### src/rtl/vreduce_unit_if.sv
// Handshake bundle between the vector ALU side, the reduction unit and the
// scalar writeback consumer. Master drives the vector in and takes the scalar out.
interface vreduce_unit_if #(
   parameter int WIDTH = 32,
   parameter int LANES = 5
);
   logic                   in_valid;
   logic                   in_ready;
   logic [LANES*WIDTH-1:0] in_lanes;
   logic [1:0]             red_op;
   logic [2:0]             vl;
   logic                   out_valid;
   logic                   out_ready;
   logic [WIDTH-1:0]       out_result;
   logic [3:0]             out_flags;

   modport master (
      output in_valid, in_lanes, red_op, vl, out_ready,
      input  in_ready, out_valid, out_result, out_flags
   );

   modport slave (
      input  in_valid, in_lanes, red_op, vl, out_ready,
      output in_ready, out_valid, out_result, out_flags
   );
endinterface

### src/rtl/vreduce_unit.sv
// Multi-cycle vector reduction: folds up to LANES lane results into one scalar
// (sum, signed max, signed min, xor), one lane per cycle, and produces NZCV.
module vreduce_unit #(
   parameter int WIDTH = 32,
   parameter int LANES = 5
) (
   input  logic          clk,
   input  logic          reset,
   vreduce_unit_if.slave bus
);
   // Lane index and lane count share the 3-bit width of the vl port.
   localparam int NSLOT = 8;

   typedef enum logic [1:0] {
      IDLE  = 2'd0,
      ACCUM = 2'd1,
      DONE  = 2'd2
   } state_t;

   localparam logic [1:0] OP_SUM  = 2'b00;
   localparam logic [1:0] OP_SMAX = 2'b01;
   localparam logic [1:0] OP_SMIN = 2'b10;

   state_t                 state_q, state_d;
   logic [LANES*WIDTH-1:0] lanes_q, lanes_d;
   logic [1:0]             op_q, op_d;
   logic [2:0]             vle_q, vle_d;
   logic [2:0]             idx_q, idx_d;
   logic [WIDTH-1:0]       acc_q, acc_d;
   logic                   c_q, c_d;
   logic                   v_q, v_d;
   logic [WIDTH-1:0]       result_q, result_d;
   logic [3:0]             flags_q, flags_d;

   logic [WIDTH-1:0]       lane_arr [NSLOT];
   logic [WIDTH-1:0]       cur_lane;
   logic [WIDTH-1:0]       lane0_in;
   logic [2:0]             vl_clamped;
   logic [WIDTH:0]         sum_w;
   logic                   sum_ovf;
   logic [WIDTH-1:0]       comb_acc;
   logic                   comb_c;
   logic                   comb_v;

   // Unpack the captured vector; unused slots read as zero so any idx is safe.
   genvar gi;
   generate
      for (gi = 0; gi < NSLOT; gi++) begin : g_lane
         if (gi < LANES) begin : g_real
            assign lane_arr[gi] = lanes_q[gi*WIDTH +: WIDTH];
         end else begin : g_pad
            assign lane_arr[gi] = '0;
         end
      end
   endgenerate

   assign cur_lane   = lane_arr[idx_q];
   assign lane0_in   = bus.in_lanes[WIDTH-1:0];
   assign vl_clamped = (bus.vl == 3'd0 || bus.vl > 3'(LANES)) ? 3'(LANES) : bus.vl;

   assign bus.in_ready   = (state_q == IDLE);
   assign bus.out_valid  = (state_q == DONE);
   assign bus.out_result = result_q;
   assign bus.out_flags  = flags_q;

   // One fold step of the accumulator with the current lane, plus sticky C/V.
   always_comb begin
      sum_w    = {1'b0, acc_q} + {1'b0, cur_lane};
      sum_ovf  = (acc_q[WIDTH-1] == cur_lane[WIDTH-1]) &&
                 (sum_w[WIDTH-1] != acc_q[WIDTH-1]);
      comb_acc = acc_q;
      comb_c   = c_q;
      comb_v   = v_q;
      case (op_q)
         OP_SUM: begin
            comb_acc = sum_w[WIDTH-1:0];
            comb_c   = c_q | sum_w[WIDTH];
            comb_v   = v_q | sum_ovf;
         end
         OP_SMAX: begin
            if ($signed(cur_lane) > $signed(acc_q)) comb_acc = cur_lane;
         end
         OP_SMIN: begin
            if ($signed(cur_lane) < $signed(acc_q)) comb_acc = cur_lane;
         end
         default: begin
            comb_acc = acc_q ^ cur_lane;
         end
      endcase
   end

   // Next-state and datapath next values; result/flags only load on entry to DONE.
   always_comb begin
      state_d  = state_q;
      lanes_d  = lanes_q;
      op_d     = op_q;
      vle_d    = vle_q;
      idx_d    = idx_q;
      acc_d    = acc_q;
      c_d      = c_q;
      v_d      = v_q;
      result_d = result_q;
      flags_d  = flags_q;
      case (state_q)
         IDLE: begin
            if (bus.in_valid) begin
               lanes_d = bus.in_lanes;
               op_d    = bus.red_op;
               vle_d   = vl_clamped;
               acc_d   = lane0_in;
               idx_d   = 3'd1;
               c_d     = 1'b0;
               v_d     = 1'b0;
               if (vl_clamped == 3'd1) begin
                  state_d  = DONE;
                  result_d = lane0_in;
                  flags_d  = {lane0_in[WIDTH-1], (lane0_in == '0), 2'b00};
               end else begin
                  state_d = ACCUM;
               end
            end
         end
         ACCUM: begin
            acc_d = comb_acc;
            c_d   = comb_c;
            v_d   = comb_v;
            idx_d = idx_q + 3'd1;
            if (idx_q == vle_q - 3'd1) begin
               state_d  = DONE;
               result_d = comb_acc;
               flags_d  = {comb_acc[WIDTH-1], (comb_acc == '0), comb_c, comb_v};
            end
         end
         DONE: begin
            if (bus.out_ready) state_d = IDLE;
         end
         default: begin
            state_d = IDLE;
         end
      endcase
   end

   // State register; reset abandons any operation in flight.
   always_ff @(posedge clk) begin
      if (!reset) state_q <= IDLE;
      else        state_q <= state_d;
   end

   // Datapath registers; reset clears everything so no partial result leaks out.
   always_ff @(posedge clk) begin
      if (!reset) begin
         lanes_q  <= '0;
         op_q     <= '0;
         vle_q    <= '0;
         idx_q    <= '0;
         acc_q    <= '0;
         c_q      <= 1'b0;
         v_q      <= 1'b0;
         result_q <= '0;
         flags_q  <= '0;
      end else begin
         lanes_q  <= lanes_d;
         op_q     <= op_d;
         vle_q    <= vle_d;
         idx_q    <= idx_d;
         acc_q    <= acc_d;
         c_q      <= c_d;
         v_q      <= v_d;
         result_q <= result_d;
         flags_q  <= flags_d;
      end
   end
endmodule

### src/flat_wrapper.sv
// flat-port wrapper written by rule: the top's interface ports become plain ports
module vreduce_unit_flat 
#(
   parameter int WIDTH = 32,
   parameter int LANES = 5
)
  (clk, reset, bus_in_valid, bus_in_lanes, bus_red_op, bus_vl, bus_out_ready, bus_in_ready, bus_out_valid, bus_out_result, bus_out_flags);
  vreduce_unit_if #(.WIDTH(WIDTH), .LANES(LANES)) bus_i ();
  input  logic clk;
  input  logic reset;
  input wire logic [$bits(bus_i.in_valid)-1:0] bus_in_valid;
  input wire logic [$bits(bus_i.in_lanes)-1:0] bus_in_lanes;
  input wire logic [$bits(bus_i.red_op)-1:0] bus_red_op;
  input wire logic [$bits(bus_i.vl)-1:0] bus_vl;
  input wire logic [$bits(bus_i.out_ready)-1:0] bus_out_ready;
  output wire logic [$bits(bus_i.in_ready)-1:0] bus_in_ready;
  output wire logic [$bits(bus_i.out_valid)-1:0] bus_out_valid;
  output wire logic [$bits(bus_i.out_result)-1:0] bus_out_result;
  output wire logic [$bits(bus_i.out_flags)-1:0] bus_out_flags;
  assign bus_i.in_valid = bus_in_valid;
  assign bus_i.in_lanes = bus_in_lanes;
  assign bus_i.red_op = bus_red_op;
  assign bus_i.vl = bus_vl;
  assign bus_i.out_ready = bus_out_ready;
  assign bus_in_ready = bus_i.in_ready;
  assign bus_out_valid = bus_i.out_valid;
  assign bus_out_result = bus_i.out_result;
  assign bus_out_flags = bus_i.out_flags;
  vreduce_unit #(.WIDTH(WIDTH), .LANES(LANES)) u_core (.clk(clk), .reset(reset), .bus(bus_i));
endmodule
### config.mk
export PLATFORM = sky130hd
export DESIGN_NAME = vreduce_unit_flat
export DESIGN_NICKNAME = d
export VERILOG_FILES = /design/src/rtl/vreduce_unit_if.sv /design/src/rtl/vreduce_unit.sv /design/src/flat_wrapper.sv
export SDC_FILE = /design/constraint.sdc
export NUM_CORES = 1
export LEC_CHECK = 0
export ABC_CLOCK_PERIOD_IN_PS = 5100
export BUFFER_PORTS_ARGS = -buffer_cell sky130_fd_sc_hd__buf_2
export CAP_MARGIN = 5
export CORE_MARGIN = 2
export CORE_UTILIZATION = 30
export CTS_CLUSTER_DIAMETER = 200
export DETAILED_ROUTE_END_ITERATION = 12
export GPL_ROUTABILITY_DRIVEN = 0
export PLACE_DENSITY_LB_ADDON = 0.2
export SYNTH_ARGS = -nofsm -noshare
export SYNTH_HDL_FRONTEND = slang
export SYNTH_SLANG_ARGS = --single-unit
### constraint.sdc
create_clock -name clk -period 5.1 [get_ports clk]
set_input_delay 0.51 -clock clk [delete_from_list [all_inputs] [get_ports clk]]
set_output_delay 0.51 -clock clk [all_outputs]
set_load 0.02 [all_outputs]
==> run summary <==
HPWL after DPL - 40400 um
NumNets Final - 2245
# hold bufs at CTS - 0
CTS root buf - clkbuf_16
CP startpoint kind - register
DR iter-0 viols - 1348
Fraction of layout cells with a size suffix above 1 - 20.5%
Tmin final - 4980 ps
Worst-Skew Late Latency - 550 ps
Worst setup EP type - register
Final Instance Count excl. Fillers - 2634
Vias - 14100
Vias/cell - 5.37
Max clock buf depth - 3
Top cells by area, synth - dfxtp_1 (34%), nand2_1 (12%), a21oi_1 (10%)
Placement Setup Slack - -137 ps
Hold crit path type - in2reg
Cell taking the most area after synthesis - dfxtp_1
Synth async-reset ratio - 0%
Worst-path cell chain - buf_12 > mux4_2 > a22o_1 > ha_1 > buf_4 > nor2_1 > a31oi_1 > a211oi_1 > o2111ai_1 > a2111o_1 > a21oi_1 > nand3b_1 > xnor2_1 > a22oi_1 > and4b_1 > nand4_1 > o41ai_2
Mean post-synth cell area - 7.61 um^2
Hold EP - u_core.lanes_q[87]
Global-route usage over all layers - 21.8%
Number of hold violations in the final report - 0
Setup ws final - 123 ps
FMAX - 201 MHz
Count of final setup violators - 0
Synth Warn # - 0
Arr. time, crit path - 5430 ps
Vias in the first global route - 13400
WL final - 53800 um
Post-synth EDFFs - 0
H-tree depth - 1
R2R depth - 17
Initial core utilization - 30.2%
FF-to-FF End - u_core.bus.out_flags[2]
CTS tree - done
Die Area - 0.0483 mm^2
P&R area growth vs syn - 21.4%
Static leakage power - 0.00696 uW
Power Density - 469 mW/mm^2
Port Buffers - 206
Min-Delay Path Depth - 3
Max IR drop VDD - 0.354 mV
Die Wd - 220 um
Antenna diode count - 0
Crit-path slowest cell - mux4_2
R2R Path Start - u_core.idx_q[0]
Antenna violations before repair - 0
Worst Tran Pin Value - 1230 ps
Setup Skew - 26.0 ps
Synth unique cells - 77
Wire length per cell after detailed routing - 20.4 um
# rows - 79
Top cell type's share of synthesized area - 34.3%
Min-delay src - bus_in_lanes[87]
Cells after synthesis - 1835
Total design power - 7940 uW
#FFs+latches synth - 239
Die Height - 220 um
WP data required - 5560 ps
Overflow left after global routing - 0
DRT Pass-1 Iters - 5
CTS buffer count - 27
Outcome - finished, final reports clean
First-pass GRT wire length - 81200 um
Crit path largest cell delay - 530 ps
Slew HR - 17.5%
DRC Markers - 0
CTS sink cnt - 239
Net count after synthesis - 2071
Number of max-cap violations - 0
Synth Flop Type - dfxtp_1
IO Count - 207
Cell Area, Synth - 0.0140 mm^2
R2r setup slk - 120 ps
Core Area - 0.0463 mm^2
Critical Path Fanout Max - 20
Clock transition at path regs - 70 ps
Fin crit share - 97.6%
Post-synthesis sequential area ratio - 34.3%
Final ANT Viol Nets - 0
Inst Count DP - 2583
Hold_ws - 197 ps
Final slew viol count - 0
CP Class - reg2reg
Pin count of the biggest net entering global routing - 131
Final core utilization - 36.6%
sequential cells by signal, summed over array words and instances (netlist names):
| signal | flops |
|---|---|
| u_core.lanes_q | 160 |
| u_core.v_q | 1 |
| u_core.c_q | 1 |
| u_core.acc_q | 32 |
| u_core.bus.out_flags | 4 |
| u_core.op_q | 2 |
| u_core.idx_q | 3 |
| u_core.state_q | 2 |
| u_core.bus.out_result | 31 |
| u_core.vle_q | 3 |
cell usage in the layout, fill, tap and decap left out, types with 32 or more instances in the layout:
| cell | instances |
|---|---|
| a211oi_1 | 32 |
| a21oi_1 | 282 |
| buf_2 | 206 |
| buf_4 | 71 |
| dfxtp_1 | 238 |
| ha_1 | 61 |
| inv_1 | 75 |
| mux4_2 | 34 |
| nand2_1 | 445 |
| nor2_1 | 113 |
| o21ai_0 | 52 |
power by group:
part | leakage, uW | internal [uW] | switching, uW
Clock | 0.000445 | 1190 | 804
Sequential | 0.00196 | 2120 | 195
Combinational | 0.00455 | 1360 | 2270
routing by layer:
layer / up-vias / global-route usage, % / wire (um)
li1: 6761 / - / -
met1: 6733 / 30.9 / 24500
met2: 551 / 33.9 / 23700
met3: 101 / 2.86 / 3610
met4: 0 / 7.81 / 2000
met5: - / 0 / 0
critical path, delay by kind of cell (launching register included):
| family | cells | cell delay, ps |
|---|---|---|
| AOI/OAI and AO/OA | 8 | 2310 |
| buffers and inverters | 2 | 390 |
| and+or+nand+nor | 4 | 790 |
| muxes | 1 | 530 |
| adders and majority gates | 1 | 350 |
| xor gates and xnor gates | 1 | 110 |
| DFF | 1 | 400 |
cell usage after synthesis (10+ instances only):
cell type	number
inv_1	75
clkbuf_1	107
and3_1	10
nor2b_1	15
a221oi_1	12
dfxtp_1	239
a22oi_1	17
a22o_1	23
mux4_2	34
o211ai_1	12
a31oi_1	13
xnor2_1	29
a211oi_1	33
a21oi_1	283
nor2_1	115
nor4_1	13
mux2i_1	17
buf_2	22
nand3_1	15
o21ai_0	54
ha_1	66
nand2_1	446
a21o_1	10
nor3_1	30
worst max path at each step:
stage                          from                       to  slack (ps)
CTS                 u_core.idx_q[0]  u_core.bus.out_flags[2]          20
detailed placement  u_core.idx_q[0]  u_core.bus.out_flags[2]        -140
floorplan           u_core.idx_q[0]  u_core.bus.out_flags[2]         210
finish              u_core.idx_q[0]  u_core.bus.out_flags[2]         120
global placement    u_core.idx_q[0]  u_core.bus.out_flags[2]         -70
global route        u_core.idx_q[0]  u_core.bus.out_flags[2]         -20
area by class of cell:
cell class | instances | area [um^2]
Clock inverter | 13 | 149
Tap cell | 607 | 759
Multi-Input combinational cell | 1376 | 8440
Clock buffer | 34 | 752
Sequential cell | 239 | 4790
Fill cell | 4948 | 29300
Timing Repair Buffer | 288 | 1760
Inverter | 77 | 294
per-stage QoR:
| stage | setup TNS [ps] | instance area (um^2) |
|---|---|---|
| final | 0 | 16900 |
| after global routing | -23.7 | 16900 |
| after CTS | 0 | 16800 |
| after global placement | -141 | 15900 |
| after detailed placement | -311 | 15900 |
| after floorplan | 0 | 14000 |
kinds of logic (layout without fill, tap and decap cells):
group | Yosys count | count (layout) | share of synthesized area [%]
muxes | 57 | 57 | 7.19
buffers and inverters | 220 | 412 | 6.31
adders and majority gates | 67 | 67 | 6.06
and+or+nand+nor | 687 | 687 | 20.6
xor gates and xnor gates | 33 | 33 | 2.07
DFF | 239 | 239 | 34.3
AOI/OAI and AO/OA | 532 | 532 | 23.4
what timing repair did:
item	CTS	global route
pin swaps	0	5
endpoints found under the setup margin	6	22
resized for setup	2	25
setup buffers	0	4
(Power assumes the default switching activity.)
